==> config.mk <==
export PLATFORM = sky130hd
export DESIGN_NAME = uart_cmd_ctrl_flat
export DESIGN_NICKNAME = d
export VERILOG_FILES = /design/src/rtl/uart_pkg.sv /design/src/rtl/uart_cmd_ctrl_if.sv /design/src/rtl/uart_idle_timer.sv /design/src/rtl/uart_cmd_ctrl.sv /design/src/flat_wrapper.sv
export SDC_FILE = /design/constraint.sdc
export NUM_CORES = 1
export LEC_CHECK = 0
export BUFFER_PORTS_ARGS = -buffer_cell sky130_fd_sc_hd__buf_2
export CORE_ASPECT_RATIO = 0.8
export CORE_MARGIN = 2
export CORE_UTILIZATION = 40
export CTS_CLUSTER_SIZE = 25
export DETAILED_ROUTE_END_ITERATION = 10
export SLEW_MARGIN = 20
export SYNTH_ARGS = -nofsm -noshare
export SYNTH_HDL_FRONTEND = slang
export SYNTH_HIERARCHICAL = 1
export SYNTH_SLANG_ARGS = --single-unit
==> constraint.sdc <==
create_clock -name clk -period 3.3 [get_ports clk]
set_clock_uncertainty 0.2 [all_clocks]
set_input_delay 0 -clock clk [delete_from_list [all_inputs] [get_ports clk]]
set_output_delay 0 -clock clk [all_outputs]
set_load 0.01 [all_outputs]
==> src/rtl/uart_pkg.sv <==
// Shared constants, state encoding and timeout arithmetic for the UART command controller.
package uart_pkg;

  localparam logic [7:0] SYNC   = 8'hA5;
  localparam logic [7:0] CMD_WR = 8'h01;
  localparam logic [7:0] CMD_RD = 8'h02;
  localparam logic [7:0] ACK    = 8'h06;
  localparam logic [7:0] NAK    = 8'h15;

  typedef enum logic [3:0] {
    ST_IDLE,
    ST_CMD,
    ST_ADDR,
    ST_DATA,
    ST_CHK,
    ST_WR,
    ST_RD,
    ST_RD_LAT,
    ST_RESP
  } state_t;

  // One byte-time is ten bit periods (start + 8 data + stop).
  function automatic int to_cyc(input int clk_freq, input int baud_rate, input int timeout_bytes);
    return (clk_freq / baud_rate) * 10 * timeout_bytes;
  endfunction

endpackage

==> src/rtl/uart_cmd_ctrl_if.sv <==
// Byte-stream, register-bus and response handshake bundle of the command controller.
interface uart_cmd_ctrl_if;
  logic [7:0] rx_byte;
  logic       rx_valid;
  logic [7:0] reg_addr;
  logic [7:0] reg_wr_data;
  logic       reg_wr_en;
  logic       reg_rd_en;
  logic [7:0] reg_rd_data;
  logic [7:0] tx_byte;
  logic       tx_valid;
  logic       tx_ready;
  logic [7:0] err_cnt;
  logic       busy;

  modport master (
    input  rx_byte, rx_valid, reg_rd_data, tx_ready,
    output reg_addr, reg_wr_data, reg_wr_en, reg_rd_en, tx_byte, tx_valid, err_cnt, busy
  );

  modport slave (
    output rx_byte, rx_valid, reg_rd_data, tx_ready,
    input  reg_addr, reg_wr_data, reg_wr_en, reg_rd_en, tx_byte, tx_valid, err_cnt, busy
  );
endinterface

==> src/rtl/uart_idle_timer.sv <==
// Inter-byte silence timer: counts enabled cycles since the last clear, flags the final cycle.
module uart_idle_timer #(
  parameter int TO_CYC = 43400
) (
  input  logic clk,
  input  logic reset,
  input  logic clear,
  input  logic enable,
  output logic expired
);

  localparam int W = $clog2(TO_CYC) + 1;
  localparam logic [W-1:0] LAST = W'(TO_CYC - 1);

  logic [W-1:0] cnt;

  always_ff @(posedge clk or posedge reset) begin
    if (reset)
      cnt <= '0;
    else if (clear || !enable)
      cnt <= '0;
    else if (cnt != LAST)
      cnt <= cnt + 1'b1;
  end

  // Independent of clear so a byte landing on the expiry cycle cannot rescue the frame.
  assign expired = enable && (cnt == LAST);

endmodule

==> src/rtl/uart_cmd_ctrl.sv <==
// Frame parser behind uart_rx: SYNC/CMD/ADDR/[DATA]/CHK -> register access and one-byte reply.
module uart_cmd_ctrl
  import uart_pkg::*;
#(
  parameter int CLK_FREQ      = 125000000,
  parameter int BAUD_RATE     = 115200,
  parameter int TIMEOUT_BYTES = 4
) (
  input  logic            clk,
  input  logic            reset,
  uart_cmd_ctrl_if.master bus
);

  localparam int TO_CYC = to_cyc(CLK_FREQ, BAUD_RATE, TIMEOUT_BYTES);

  function automatic logic [7:0] sat_inc(input logic [7:0] v);
    return (v == 8'hFF) ? v : v + 8'd1;
  endfunction

  state_t     state, state_n;
  logic       is_wr, is_wr_n;
  logic [7:0] addr, addr_n;
  logic [7:0] wdata, wdata_n;
  logic       wr_en, wr_en_n;
  logic       rd_en, rd_en_n;
  logic [7:0] tx_byte, tx_byte_n;
  logic       tx_valid, tx_valid_n;
  logic [7:0] chk, chk_n;
  logic [7:0] err_cnt;
  logic       err_inc;
  logic       to_enable;
  logic       to_expired;

  assign to_enable = (state == ST_CMD) || (state == ST_ADDR) ||
                     (state == ST_DATA) || (state == ST_CHK);

  uart_idle_timer #(.TO_CYC(TO_CYC)) u_timer (
    .clk     (clk),
    .reset   (reset),
    .clear   (bus.rx_valid),
    .enable  (to_enable),
    .expired (to_expired)
  );

  always_ff @(posedge clk or posedge reset) begin
    if (reset) begin
      state    <= ST_IDLE;
      is_wr    <= 1'b0;
      addr     <= 8'h00;
      wdata    <= 8'h00;
      wr_en    <= 1'b0;
      rd_en    <= 1'b0;
      tx_byte  <= 8'h00;
      tx_valid <= 1'b0;
      chk      <= 8'h00;
      err_cnt  <= 8'h00;
    end else begin
      state    <= state_n;
      is_wr    <= is_wr_n;
      addr     <= addr_n;
      wdata    <= wdata_n;
      wr_en    <= wr_en_n;
      rd_en    <= rd_en_n;
      tx_byte  <= tx_byte_n;
      tx_valid <= tx_valid_n;
      chk      <= chk_n;
      if (err_inc)
        err_cnt <= sat_inc(err_cnt);
    end
  end

  always_comb begin
    state_n    = state;
    is_wr_n    = is_wr;
    addr_n     = addr;
    wdata_n    = wdata;
    wr_en_n    = 1'b0;
    rd_en_n    = 1'b0;
    tx_byte_n  = tx_byte;
    tx_valid_n = tx_valid;
    chk_n      = chk;
    err_inc    = 1'b0;

    if (to_expired) begin
      state_n = ST_IDLE;
      err_inc = 1'b1;
    end else begin
      case (state)
        ST_IDLE: begin
          if (bus.rx_valid && bus.rx_byte == SYNC) begin
            state_n = ST_CMD;
            chk_n   = 8'h00;
          end
        end
        ST_CMD: begin
          if (bus.rx_valid) begin
            chk_n = bus.rx_byte;
            if (bus.rx_byte == CMD_WR || bus.rx_byte == CMD_RD) begin
              is_wr_n = (bus.rx_byte == CMD_WR);
              state_n = ST_ADDR;
            end else begin
              state_n    = ST_RESP;
              tx_byte_n  = NAK;
              tx_valid_n = 1'b1;
              err_inc    = 1'b1;
            end
          end
        end
        ST_ADDR: begin
          if (bus.rx_valid) begin
            addr_n  = bus.rx_byte;
            chk_n   = chk ^ bus.rx_byte;
            state_n = is_wr ? ST_DATA : ST_CHK;
          end
        end
        ST_DATA: begin
          if (bus.rx_valid) begin
            wdata_n = bus.rx_byte;
            chk_n   = chk ^ bus.rx_byte;
            state_n = ST_CHK;
          end
        end
        ST_CHK: begin
          if (bus.rx_valid) begin
            if (bus.rx_byte != chk) begin
              state_n    = ST_RESP;
              tx_byte_n  = NAK;
              tx_valid_n = 1'b1;
              err_inc    = 1'b1;
            end else if (is_wr) begin
              wr_en_n = 1'b1;
              state_n = ST_WR;
            end else begin
              rd_en_n = 1'b1;
              state_n = ST_RD;
            end
          end
        end
        ST_WR: begin
          err_inc    = bus.rx_valid;
          state_n    = ST_RESP;
          tx_byte_n  = ACK;
          tx_valid_n = 1'b1;
        end
        ST_RD: begin
          err_inc = bus.rx_valid;
          state_n = ST_RD_LAT;
        end
        // Register read data is only valid in the cycle after the strobe.
        ST_RD_LAT: begin
          err_inc    = bus.rx_valid;
          tx_byte_n  = bus.reg_rd_data;
          tx_valid_n = 1'b1;
          state_n    = ST_RESP;
        end
        ST_RESP: begin
          err_inc = bus.rx_valid;
          if (bus.tx_ready) begin
            tx_valid_n = 1'b0;
            state_n    = ST_IDLE;
          end
        end
        default: state_n = ST_IDLE;
      endcase
    end
  end

  assign bus.reg_addr    = addr;
  assign bus.reg_wr_data = wdata;
  assign bus.reg_wr_en   = wr_en;
  assign bus.reg_rd_en   = rd_en;
  assign bus.tx_byte     = tx_byte;
  assign bus.tx_valid    = tx_valid;
  assign bus.err_cnt     = err_cnt;
  assign bus.busy        = (state != ST_IDLE);

endmodule

==> src/flat_wrapper.sv <==
// flat-port wrapper written by rule: the top's interface ports become plain ports
module uart_cmd_ctrl_flat import uart_pkg::*;
#(
  parameter int CLK_FREQ      = 125000000,
  parameter int BAUD_RATE     = 115200,
  parameter int TIMEOUT_BYTES = 4
)
  (clk, reset, bus_rx_byte, bus_rx_valid, bus_reg_rd_data, bus_tx_ready, bus_reg_addr, bus_reg_wr_data, bus_reg_wr_en, bus_reg_rd_en, bus_tx_byte, bus_tx_valid, bus_err_cnt, bus_busy);
  uart_cmd_ctrl_if bus_i ();
  input  logic clk;
  input  logic reset;
  input wire logic [$bits(bus_i.rx_byte)-1:0] bus_rx_byte;
  input wire logic [$bits(bus_i.rx_valid)-1:0] bus_rx_valid;
  input wire logic [$bits(bus_i.reg_rd_data)-1:0] bus_reg_rd_data;
  input wire logic [$bits(bus_i.tx_ready)-1:0] bus_tx_ready;
  output wire logic [$bits(bus_i.reg_addr)-1:0] bus_reg_addr;
  output wire logic [$bits(bus_i.reg_wr_data)-1:0] bus_reg_wr_data;
  output wire logic [$bits(bus_i.reg_wr_en)-1:0] bus_reg_wr_en;
  output wire logic [$bits(bus_i.reg_rd_en)-1:0] bus_reg_rd_en;
  output wire logic [$bits(bus_i.tx_byte)-1:0] bus_tx_byte;
  output wire logic [$bits(bus_i.tx_valid)-1:0] bus_tx_valid;
  output wire logic [$bits(bus_i.err_cnt)-1:0] bus_err_cnt;
  output wire logic [$bits(bus_i.busy)-1:0] bus_busy;
  assign bus_i.rx_byte = bus_rx_byte;
  assign bus_i.rx_valid = bus_rx_valid;
  assign bus_i.reg_rd_data = bus_reg_rd_data;
  assign bus_i.tx_ready = bus_tx_ready;
  assign bus_reg_addr = bus_i.reg_addr;
  assign bus_reg_wr_data = bus_i.reg_wr_data;
  assign bus_reg_wr_en = bus_i.reg_wr_en;
  assign bus_reg_rd_en = bus_i.reg_rd_en;
  assign bus_tx_byte = bus_i.tx_byte;
  assign bus_tx_valid = bus_i.tx_valid;
  assign bus_err_cnt = bus_i.err_cnt;
  assign bus_busy = bus_i.busy;
  uart_cmd_ctrl #(.CLK_FREQ(CLK_FREQ), .BAUD_RATE(BAUD_RATE), .TIMEOUT_BYTES(TIMEOUT_BYTES)) u_core (.clk(clk), .reset(reset), .bus(bus_i));
endmodule
# Word level (Yosys, flattened, before mapping)
# Cells that the tools add are included.
[totals]
ff_bits = 65
latchBits = 0
ram_bits = 0
mem_bits_ro = 0
input_bits = 20
out_inout_bits = 36
word_cells = 114
mem_count = 0
[op_classes]
n_addsub = 2
multipliers = 0
n_div = 0
magnitude_cmp = 0
n_eq_ne = 28
shift = 0
mux = 45
n_bitwise = 3
n_reduce_logical = 25
[ops]
columns = ["operator", "n"]
rows = [
  ["8-bit two-way mux", 7],
  ["4-bit two-way mux", 9],
  ["17-bit two-way mux", 2],
  ["4-bit case mux with 8 select lines", 1],
  ["8-bit case mux with 4 select lines", 1],
  ["8-bit case mux with 3 select lines", 1],
  ["1-bit two-way mux", 20],
  ["17-bit by 1-bit adder with 17-bit output, second input constant", 1],
  ["17-bit by 16-bit equality test with 1-bit output, second input constant", 1],
  ["17-bit by 16-bit != test with 1-bit output, second input constant", 1],
  ["4-bit by 3-bit equality test with 1-bit output, second input constant", 4],
  ["8-bit equality test, second input constant", 2],
  ["3-bit by 2-bit != test with 1-bit output, second input constant", 5],
  ["6-bit AND reduction", 2],
  ["4-bit nonzero test", 3],
  ["2-bit != test, second input constant", 5],
  ["8-bit by 1-bit adder with 8-bit output, second input constant", 1],
  ["4-bit by 2-bit equality test with 1-bit output, second input constant", 2],
  ["8-bit by 1-bit equality test with 1-bit output, second input constant", 1],
  ["8-bit by 2-bit equality test with 1-bit output, second input constant", 1],
  ["8-bit != test", 1],
  ["8-bit XOR", 1],
  ["7-bit AND reduction", 1],
  ["3-bit AND reduction", 2],
  ["other kinds (20)", 28],
]

# Logic depth before layout (Yosys ltp)
# Gate-level depths: netlist (run 1).
[logic_depth]
ltp_word = 7
depth_mapped = 10
mapped_depth_nobuf = 9

# Hierarchy
# The synthesis (run 1) kept the hierarchy.
[modules_own_cells]
columns = ["mod", "n_inst", "cells_per_inst", "area_each_um2", "seq_area_each_um2"]
rows = [
  ["uart_cmd_ctrl", 1, 237, 2529.9, 1201.2],
  ["uart_idle_timer", 1, 94, 922.1, 425.4],
]

# Worst setup path before layout (run 1)
# OpenSTA, ideal clock, no wires.
[synth_path]
kind = "reg2reg"
from = "register u_core.u_timer.cnt[10]"
to = "register u_core.err_cnt[1] (netlist: u_core/bus.err_cnt[1])"
setup_ps = 125
arrival_time_ps = 2513
t_required_ps = 2975
setup_slack_ps = 461
path_stages_with_launch = 8
path_buffers = 0
synth_period_minus_slack_ps = 2839
path_cell_list = "dfrtp_1 -> or4b_4 -> nor4_4 -> and2_2 -> nor2_1 -> a41o_1 -> a21oi_2 -> mux2_4"
[synth_between]
elab_chain_cells = 4
[synth_rtl]
columns = ["element", "line", "text"]
rows = [
  ["start, declared", "uart_idle_timer.sv:15", "logic [W-1:0] cnt;"],
  ["start signal, assigned", "uart_idle_timer.sv:23", "cnt <= cnt + 1'b1;"],
  ["17-bit by 16-bit equality test with 1-bit output", "uart_idle_timer.sv:27", "assign expired = enable && (cnt == LAST);"],
  ["1-bit logical AND", "uart_idle_timer.sv:27", ""],
  ["via u_core.to_expired", "uart_cmd_ctrl.sv:32", "logic to_expired;"],
  ["1-bit two-way mux", "uart_cmd_ctrl.sv:84", "if (to_expired) begin"],
  ["2-bit AND reduction (no source line)", "-", ""],
  ["end signal, assigned", "uart_cmd_ctrl.sv:68", "err_cnt <= sat_inc(err_cnt);"],
  ["end, declared", "uart_cmd_ctrl.sv:29", "logic [7:0] err_cnt;"],
]
# The timed path passes the listed nets, and every way through them passes these cells.
# A chain may end at the register's enable or synchronous reset.

# Final worst setup path (run 1)
[layout_path]
from = "register u_core.u_timer.cnt[12]"
to = "register u_core.wdata[5] (netlist: u_core/bus.reg_wr_data[5])"
[layout_between]
elab_chain_cells = 4
[layout_rtl]
columns = ["element", "line", "text"]
rows = [
  ["17-bit by 16-bit equality test with 1-bit output", "uart_idle_timer.sv:27", ""],
  ["1-bit logical AND", "uart_idle_timer.sv:27", ""],
  ["via u_core.to_expired", "uart_cmd_ctrl.sv:32", ""],
  ["1-bit inverter (no source line)", "-", ""],
  ["3-bit AND reduction (no source line)", "-", ""],
  ["end signal, assigned", "uart_cmd_ctrl.sv:61", "wdata <= wdata_n;"],
  ["end, declared", "uart_cmd_ctrl.sv:23", "logic [7:0] wdata, wdata_n;"],
]
# The timed path passes the listed nets, and every way through them passes these cells.

==> results of run 1 <==
-- layer usage --
metal | vias up | global-route usage [%]
li1 | 1335 | -
met1 | 1325 | 25.4
met2 | 52 | 26.9
met3 | 7 | 4.34
met4 | 0 | 5.71
met5 | - | 0
-- final timing paths --
check,start,to,slack [ps],cells after the start
setup / recovery,u_core/u_timer/cnt[12],u_core/bus.reg_wr_data[5],390,7
hold / removal,reset,u_core/u_timer/cnt[1],120,3
setup reg to reg,u_core/u_timer/cnt[12],u_core/bus.reg_wr_data[5],390,7
hold reg to reg,u_core/bus.err_cnt[5],u_core/bus.err_cnt[5],290,1
max in group asynchronous,reset,u_core/bus.reg_wr_data[3],2230,3
min in group clk,bus_reg_rd_data[3],u_core/bus.tx_byte[3],240,4
-- worst max-delay path, cell delays in order, from the launching register on --
cell and delay (ps):
dfrtp_1 430, or4b_4 550, nor4_4 300, and2_2 280
nand2b_1 250, nor2_1 80, nand2_1 320, mux2_2 390
-- power by group through the flow --
stage | Clock [mW] | Combinational (mW) | Sequential (mW)
floorplan | 0 | 0.555 | 1.08
detailed placement | 0 | 0.800 | 1.06
CTS | 0.779 | 0.822 | 1.04
global route | 0.809 | 0.903 | 1.06
global placement | 0 | 0.788 | 1.05
finish | 0.744 | 0.819 | 1.04
-- kinds of logic (layout without fill, tap and decap cells) --
family / count (synthesis) / count (layout)
simple gates: 131 / 131
mux: 26 / 26
fa+ha+maj: 2 / 2
buf+inv: 24 / 108
xor+xnor: 27 / 27
compound gates: 56 / 56
flops: 65 / 65
-- cells in the final DEF, fill, tap and decap left out, types with 4 or more instances in the layout --
master         count
mux2_2            17
nor3_1             9
buf_4              7
buf_2             55
nand3_1            9
o21ai_0           29
nand4_1           13
nand2b_1           6
dlygate4sd3_1     19
mux2_4             4
inv_1             10
dfrtp_1           65
nor2_1            37
mux2i_1            5
a21oi_1            7
xnor2_1           19
xor2_1             8
nand2_1           22
clkbuf_8           9
-- through the flow --
| step | power [mW] | hold WS, ps |
|---|---|---|
| finish | 2.61 | 122 |
| global route | 2.78 | 192 |
| global placement | 1.84 | -47.7 |
| detailed placement | 1.86 | -45.4 |
| CTS | 2.65 | 129 |
| floorplan | 1.64 | -274 |
-- area by class of cell --
| cell class | instances | area, µm² |
|---|---|---|
| clock buffer | 9 | 124 |
| clock inverter | 7 | 95.1 |
| fill | 808 | 4210 |
| inverter | 11 | 42.5 |
| multi-input combinational | 242 | 1690 |
| sequential | 65 | 1630 |
| tap | 112 | 140 |
| timing repair buffer | 81 | 518 |
-- registers in the layout, summed over array words and instances, names as in the netlist --
| name | cells |
|---|---|
| u_core/bus.tx_byte | 8 |
| u_core/bus.reg_wr_data | 8 |
| u_core/chk | 8 |
| u_core/bus.tx_valid | 1 |
| u_core/bus.reg_addr | 8 |
| u_core/bus.reg_rd_en | 1 |
| u_core/is_wr | 1 |
| u_core/bus.reg_wr_en | 1 |
| u_core/bus.err_cnt | 8 |
| u_core/state | 4 |
| u_core/u_timer/cnt | 17 |
==> results.txt, run 1 <==
Clock buffer depth = 2
Final ANT Viol Nets = 0
Worst Path Arrival = 2940 ps
Critical path launch point type = register
Worst-path clk slew = 70 ps
Hold buffers post-CTS = 19
Crit Path Class = reg -> reg
Core area = 8450 µm²
Post-synthesis compound-gate area fraction = 10.5%
# H-tree levels = 3
Worst Hold Class = in -> async
Vias per cell = 5.16
Largest area contributor in the netlist = dfrtp_1
Synth cell count leaders = dfrtp_1, nor2_1, o21ai_0, nand2_1, xnor2_1
Top_reg_cell synth = dfrtp_1
Worst-margin pin slew = 841 ps
Clock power share = 28.5%
Finished Layout Cells = 527
WL met3 = 304 µm
Highest Signal Layer = met4
Met1 Wirelength = 3860 µm
First-pass GRT wire length = 13,100 µm
Largest net degree at the start of global routing = 49
Status = finished, final reports clean
Adder-cell share of the synthesized area = 0.725%
I/O Pins = 56
Main combinational cell family by area after synthesis = simple AND/OR/NAND/NOR gates
Total number of vias = 2,719
Placer Congestion = 0.894
Post-synth net total = 353
Period utilization = 88.3%
Sw Ratio = 33.8%
CTS tree = yes
Cell Int Power = 1.72 mW
Fraction of layout cells with a size suffix above 1 = 29.2%
Most numerous cell in the Yosys netlist = dfrtp_1
1st-pass router iterations = 5
Vias in the first global route = 2,677
Residual DRC = 0
Power per cell area = 615 nW/µm²
Synth top area share = 47.1%
Cells after Synth = 331
Post-Synth Simple-Gate Area = 22.1%
Peak Freq = 343 MHz
Combinational fraction of design power = 31.4%
Fin. max-slew vios = 0
Mux share of post-synthesis cell area = 8.74%
Drt wl/cell = 14.7 µm
Area delta synth->final = 22.7%
NumNets Final = 432
Final HPWL DP = 5440 µm
CP required = 3320 ps
Fraction of registers with async set/reset = 100%
Final WS setup = 387 ps
Worst setup EP type = register
Cell Rows = 30
EDFF count, synth = 0
Max Cap Viol = 0
Worst vdd ir = 0.261 mV
Final setup violation count = 0
Total GRT Usage = 17.9%
Starting Density = 40.9%
Post-synth design cell area = 3450 µm²
Post-CTS sizing = 0
PortBufs = 55
Slew HR = 43.9%
Final instance area = 4240 µm²
Static leakage = 1.93 nW
Die height = 87.1 µm
Sink Count = 65
Flop pwr share = 40.0%
Final core occ = 50.1%
Clock Tree Root = clkbuf_8
ANT cells = 0
WL final = 7770 µm
Sequential area share after synthesis = 47.1%
Die Wd = 108 µm
DR iter-0 viols = 158
Final hold vios = 0
XOR/XNOR Fraction of Synth Area = 6.85%
Overflow after GRT = 0
Post-route setup TNS = 0 ps
Yosys warnings = 6
Sw Pwr = 882 µW
RSZ-0062 raised after global routing = false
Synthesis-stage register bit count = 65
Placed insts = 492
Syn avg cell area = 10.4 µm²
Worst slack, placed = 378 ps
Routed wl met2 = 3550 µm
Initial antenna violation count = 0
Maximum fanout along the worst path = 8
Ranking of synthesized cells by area = dfrtp_1, mux2_2, xnor2_1
Die footprint = 9390 µm²
Cell variety after synth = 60
Period minus WS final = 2910 ps
DP Area = 3820 µm²
Worst skew pair latency = 340 ps
Total CTS buffers = 9
Setup Buffers After CTS = 0
(Power assumes the default switching activity.)
==> run 2: changes to the inputs <==
CORE_UTILIZATION = 59   (was 40)
CTS_BUF_LIST = sky130_fd_sc_hd__clkbuf_8   (was not set)
PLACE_DENSITY = 0.88   (was not set)
==> results.txt, run 2 (synthesis results as in run 1) <==
Grt met3 use = 10.0%
Die height = 72.4 µm
Worst-path clk slew = 70 ps
GR Layer Usage met2 = 43.5%
Area delta synth->final = 19.9%
Final HPWL DP = 5460 µm
Layer with the highest usage = met2
PortBufs = 55
Power per cell area = 604 nW/µm²
DR iter-0 viols = 206
Residual DRC = 0
Vias per cell = 5.75
Post-route setup TNS = 0 ps
Max Cap Viol = 0
Sink Count = 65
Period utilization = 88.5%
Overflow after GRT = 0
GRT met1 Usage = 36.9%
Worst Path Arrival = 2940 ps
Worst setup EP type = register
Worst slack, placed = 427 ps
Drt wl/cell = 16.7 µm
Maximum fanout along the worst path = 8
# H-tree levels = 3
Worst Hold Class = in -> async
NumNets Final = 430
Final setup violation count = 0
R2R cell count = 8
Clock Tree Root = clkbuf_8
Die footprint = 6480 µm²
CTS tree = yes
First-pass GRT wire length = 13,600 µm
Starting Density = 62.1%
Commonest non-fill, non-tap cell in the layout = dfrtp_1
CP required = 3320 ps
Setup Buffers After CTS = 0
Most frequent cells in the layout = dfrtp_1, buf_2, nor2_1
Worst vdd ir = 0.383 mV
Vias in the first global route = 2,824
Worst skew pair latency = 340 ps
Worst hold margin = 123 ps
I/O Pins = 56
Final hold vios = 0
Placer Congestion = 0.863
Slew HR = 43.3%
Die Wd = 89.5 µm
Critical path launch point type = register
DP Area = 3770 µm²
Initial antenna violation count = 0
Total CTS buffers = 9
Largest reg by FF count = u_core/u_timer/cnt
Static leakage = 1.91 nW
Final instance area = 4140 µm²
Status = finished, final reports clean
Core area = 5560 µm²
Final ANT Viol Nets = 0
Final WS setup = 378 ps
Total GRT Usage = 28.0%
Fraction of layout cells with a size suffix above 1 = 28.6%
Total number of vias = 2,817
Cell Rows = 24
Clock buffer depth = 2
Worst-margin pin slew = 851 ps
Fin. max-slew vios = 0
Largest net degree at the start of global routing = 49
RSZ-0062 raised after global routing = false
Crit Path Class = reg -> reg
Post-CTS sizing = 0
Final core occ = 74.5%
Period minus WS final = 2920 ps
Peak Freq = 342 MHz
WL final = 8180 µm
Max reg flops = 17
1st-pass router iterations = 5
ANT cells = 0
==> run 2: cell types whose count changed in the layout (fill, tap and decap cells not counted) <==
cell / before / now
clkbuf_8: 9 / 12
buf_4: 7 / 5
bufinv_16: 2 / 0
clkinv_4: 2 / 0
clkinv_2: 3 / 4
clkinvlp_4: 1 / 0
==> run 2: report_power, final <==
group | leakage, nW | total, mW | internal (mW) | switching (mW)
registers | 0.866 | 1.05 | 0.936 | 0.118
logic | 0.949 | 0.827 | 0.358 | 0.469
clock network | 0.0980 | 0.619 | 0.326 | 0.293
total | 1.91 | 2.50 | 1.62 | 0.880
==> run 2: layer usage <==
layer,part of all wire (%),wire length [µm]
met5,0,0
met2,48,3960
met3,7.3,596
met1,42,3460
met4,2.0,163
==> run 2: stage by stage <==
stage	cells	power, mW
final	490	2.50
after global routing	490	2.65
after CTS	490	2.49
after detailed placement	456	1.85
after global placement	456	1.81
after floorplan	331	1.64
==> run 2: cell type report <==
class                      count  area (µm²)
tap                           78        97.6
multi-input combinational    242        1690
clock buffer                  12         165
fill                         379        1420
timing repair buffer          79         503
clock inverter                 3        15.0
sequential                    65        1630
inverter                      11        42.5
==> run 2: worst max-delay path: stages, from the launching register on <==
cell and delay (ps):
dfrtp_1 440, or4b_4 550, nor4_4 290, and2_2 290, nor2_1 100, a41o_1 220, a21oi_2 330, nand3_1 200
xnor2_1 180
==> run 2: what timing repair did <==
| item | in CTS | in global routing |
|---|---|---|
| setup endpoints to repair | 0 | 0 |
| hold buffers | 19 | 0 |
| hold endpoints to repair | 102 | 0 |
==> run 2: worst paths after layout <==
kind                                        start                endpoint  slack, ps
min                                         reset   u_core/u_timer/cnt[0]        120
max in group asynchronous                   reset  u_core/bus.reg_addr[3]       2220
max reg2reg                u_core/u_timer/cnt[12]   u_core/bus.err_cnt[6]        380
min in group clk               bus_reg_rd_data[5]   u_core/bus.tx_byte[5]        260
min reg2reg                 u_core/bus.err_cnt[4]   u_core/bus.err_cnt[4]        290
max                        u_core/u_timer/cnt[12]   u_core/bus.err_cnt[6]        380
==> run 3: changes to the inputs <==
CORE_UTILIZATION = 50   (was 59)
PLACE_DENSITY = 0.77   (was 0.88)
SLEW_MARGIN = 40   (was 20)
==> results.txt, run 3 (synthesis results as in run 1) <==
Worst hold margin = 89.7 ps
Cell Int Power = 1.81 mW
Crit-path cells = o21ai_0 -> or3b_2 -> inv_1 -> and2_2 -> nor2_1 -> a41o_1 -> a21oi_2 -> mux2_4
DR iter-0 viols = 220
Status = finished, final reports clean
Largest net degree at the start of global routing = 49
I/O Pins = 56
ANT cells = 0
Worst vdd ir = 0.356 mV
Max reg flops = 17
WL met3 = 344 µm
Final HPWL DP = 5040 µm
Final setup violation count = 0
Vias in the first global route = 2,599
CP max stage delay = 560 ps
Crit Path Class = reg -> reg
Post-CTS sizing = 0
First-pass GRT wire length = 12,400 µm
Starting Density = 50.8%
# H-tree levels = 3
Die height = 78.3 µm
Period utilization = 88.7%
Clock buffer depth = 2
Largest reg by FF count = u_core/u_timer/cnt
Highest Signal Layer = met4
Residual DRC = 0
Maximum fanout along the worst path = 15
CTS tree = yes
Cell Rows = 27
Worst Path Arrival = 2950 ps
Peak Freq = 342 MHz
Fillers = 545
Fraction of layout cells with a size suffix above 1 = 28.6%
Commonest non-fill, non-tap cell in the layout = dfrtp_1
Die footprint = 7590 µm²
Hold buffers post-CTS = 19
Final ANT Viol Nets = 0
Sw Ratio = 31.9%
Overflow after GRT = 0
Slowest CP cell = dfrtp_1
Worst Path Buf+Inv = 1
Total CTS buffers = 9
Max Cap Viol = 0
Die Wd = 96.9 µm
Worst-margin pin slew = 707 ps
Post-route setup TNS = 0 ps
Worst-path clk slew = 70 ps
PortBufs = 55
Worst Hold Class = in -> async
Slew HR = 52.6%
Core area = 6790 µm²
Tot Pwr = 2.66 mW
Setup Buffers After CTS = 0
Clock Tree Root = clkbuf_8
Power per cell area = 631 nW/µm²
Drt wl/cell = 14.6 µm
Sink Count = 65
WL final = 7310 µm
Combinational fraction of design power = 29.4%
Final hold vios = 0
CP required = 3320 ps
Most frequent cells in the layout = dfrtp_1, buf_2, nor2_1
Top delay family on crit path = simple AND/OR/NAND/NOR gates
Routed wl met2 = 3420 µm
Placer Congestion = 0.805
Period minus WS final = 2930 ps
Initial antenna violation count = 0
1st-pass router iterations = 4
Met1 Wirelength = 3470 µm
Worst skew pair latency = 340 ps
Fin. max-slew vios = 0
RSZ-0062 raised after global routing = false
Area delta synth->final = 22.1%
Static leakage = 1.94 nW
Clock power share = 30.6%
Total GRT Usage = 20.3%
Total number of vias = 2,665
NumNets Final = 430
Critical path launch point type = register
Vias per cell = 5.33
Worst setup EP type = register
Sw Pwr = 848 µW
Flop pwr share = 40.0%
## run 3: path summary, 6_finish.rpt
kind,from,to,slack (ps),cells after the start
max,u_core/state[0],u_core/bus.err_cnt[1],370,8
min,reset,u_core/bus.err_cnt[5],90,3
max reg2reg,u_core/state[0],u_core/bus.err_cnt[1],370,8
min reg2reg,u_core/bus.tx_byte[1],u_core/bus.tx_byte[1],280,1
max in group asynchronous,reset,u_core/u_timer/cnt[2],2360,3
min in group clk,bus_reg_rd_data[3],u_core/bus.tx_byte[3],250,4
## run 3: tightest hold or removal path: stages
cell	delay, ps
dlygate4sd3_1	530
buf_2	140
inv_4	430
## run 3: final cells by class
type | count | area (µm²) | area share, %
flip-flops and latches | 65 | 1630 | 38.6
repair buffers | 79 | 503 | 11.9
well taps | 87 | 109 | 2.58
clock inverters | 6 | 106 | 2.52
inverters | 11 | 43.8 | 1.04
multi-input cells | 242 | 1690 | 40.1
clock buffers | 10 | 138 | 3.27
## run 3: power groups by stage
stage                     clock network (mW)  logic [mW]  registers (mW)
after floorplan                            0       0.555            1.08
after global placement                     0       0.744            1.07
after detailed placement                   0       0.769            1.08
after CTS                              0.836       0.789            1.06
after global routing                   0.870       0.863            1.08
final                                  0.813       0.781            1.06
## run 3: routing by layer
metal	GRT usage, %	vias to the layer above
li1	-	1319
met1	27.5	1286
met2	31.9	55
met3	5.34	5
met4	7.04	0
met5	0	-
## run 3: through the flow
stage          setup slack [ps]  utilization [%]  cell area, µm²  std cells
6_report                    372             62.1            4220        500
5_1_grt                     227             62.1            4220        500
2_1_floorplan               461                -            3450        331
3_5_place_dp                388             55.7            3780        465
4_1_cts                     387             62.1            4220        500
3_3_place_gp                466             55.6            3780        465
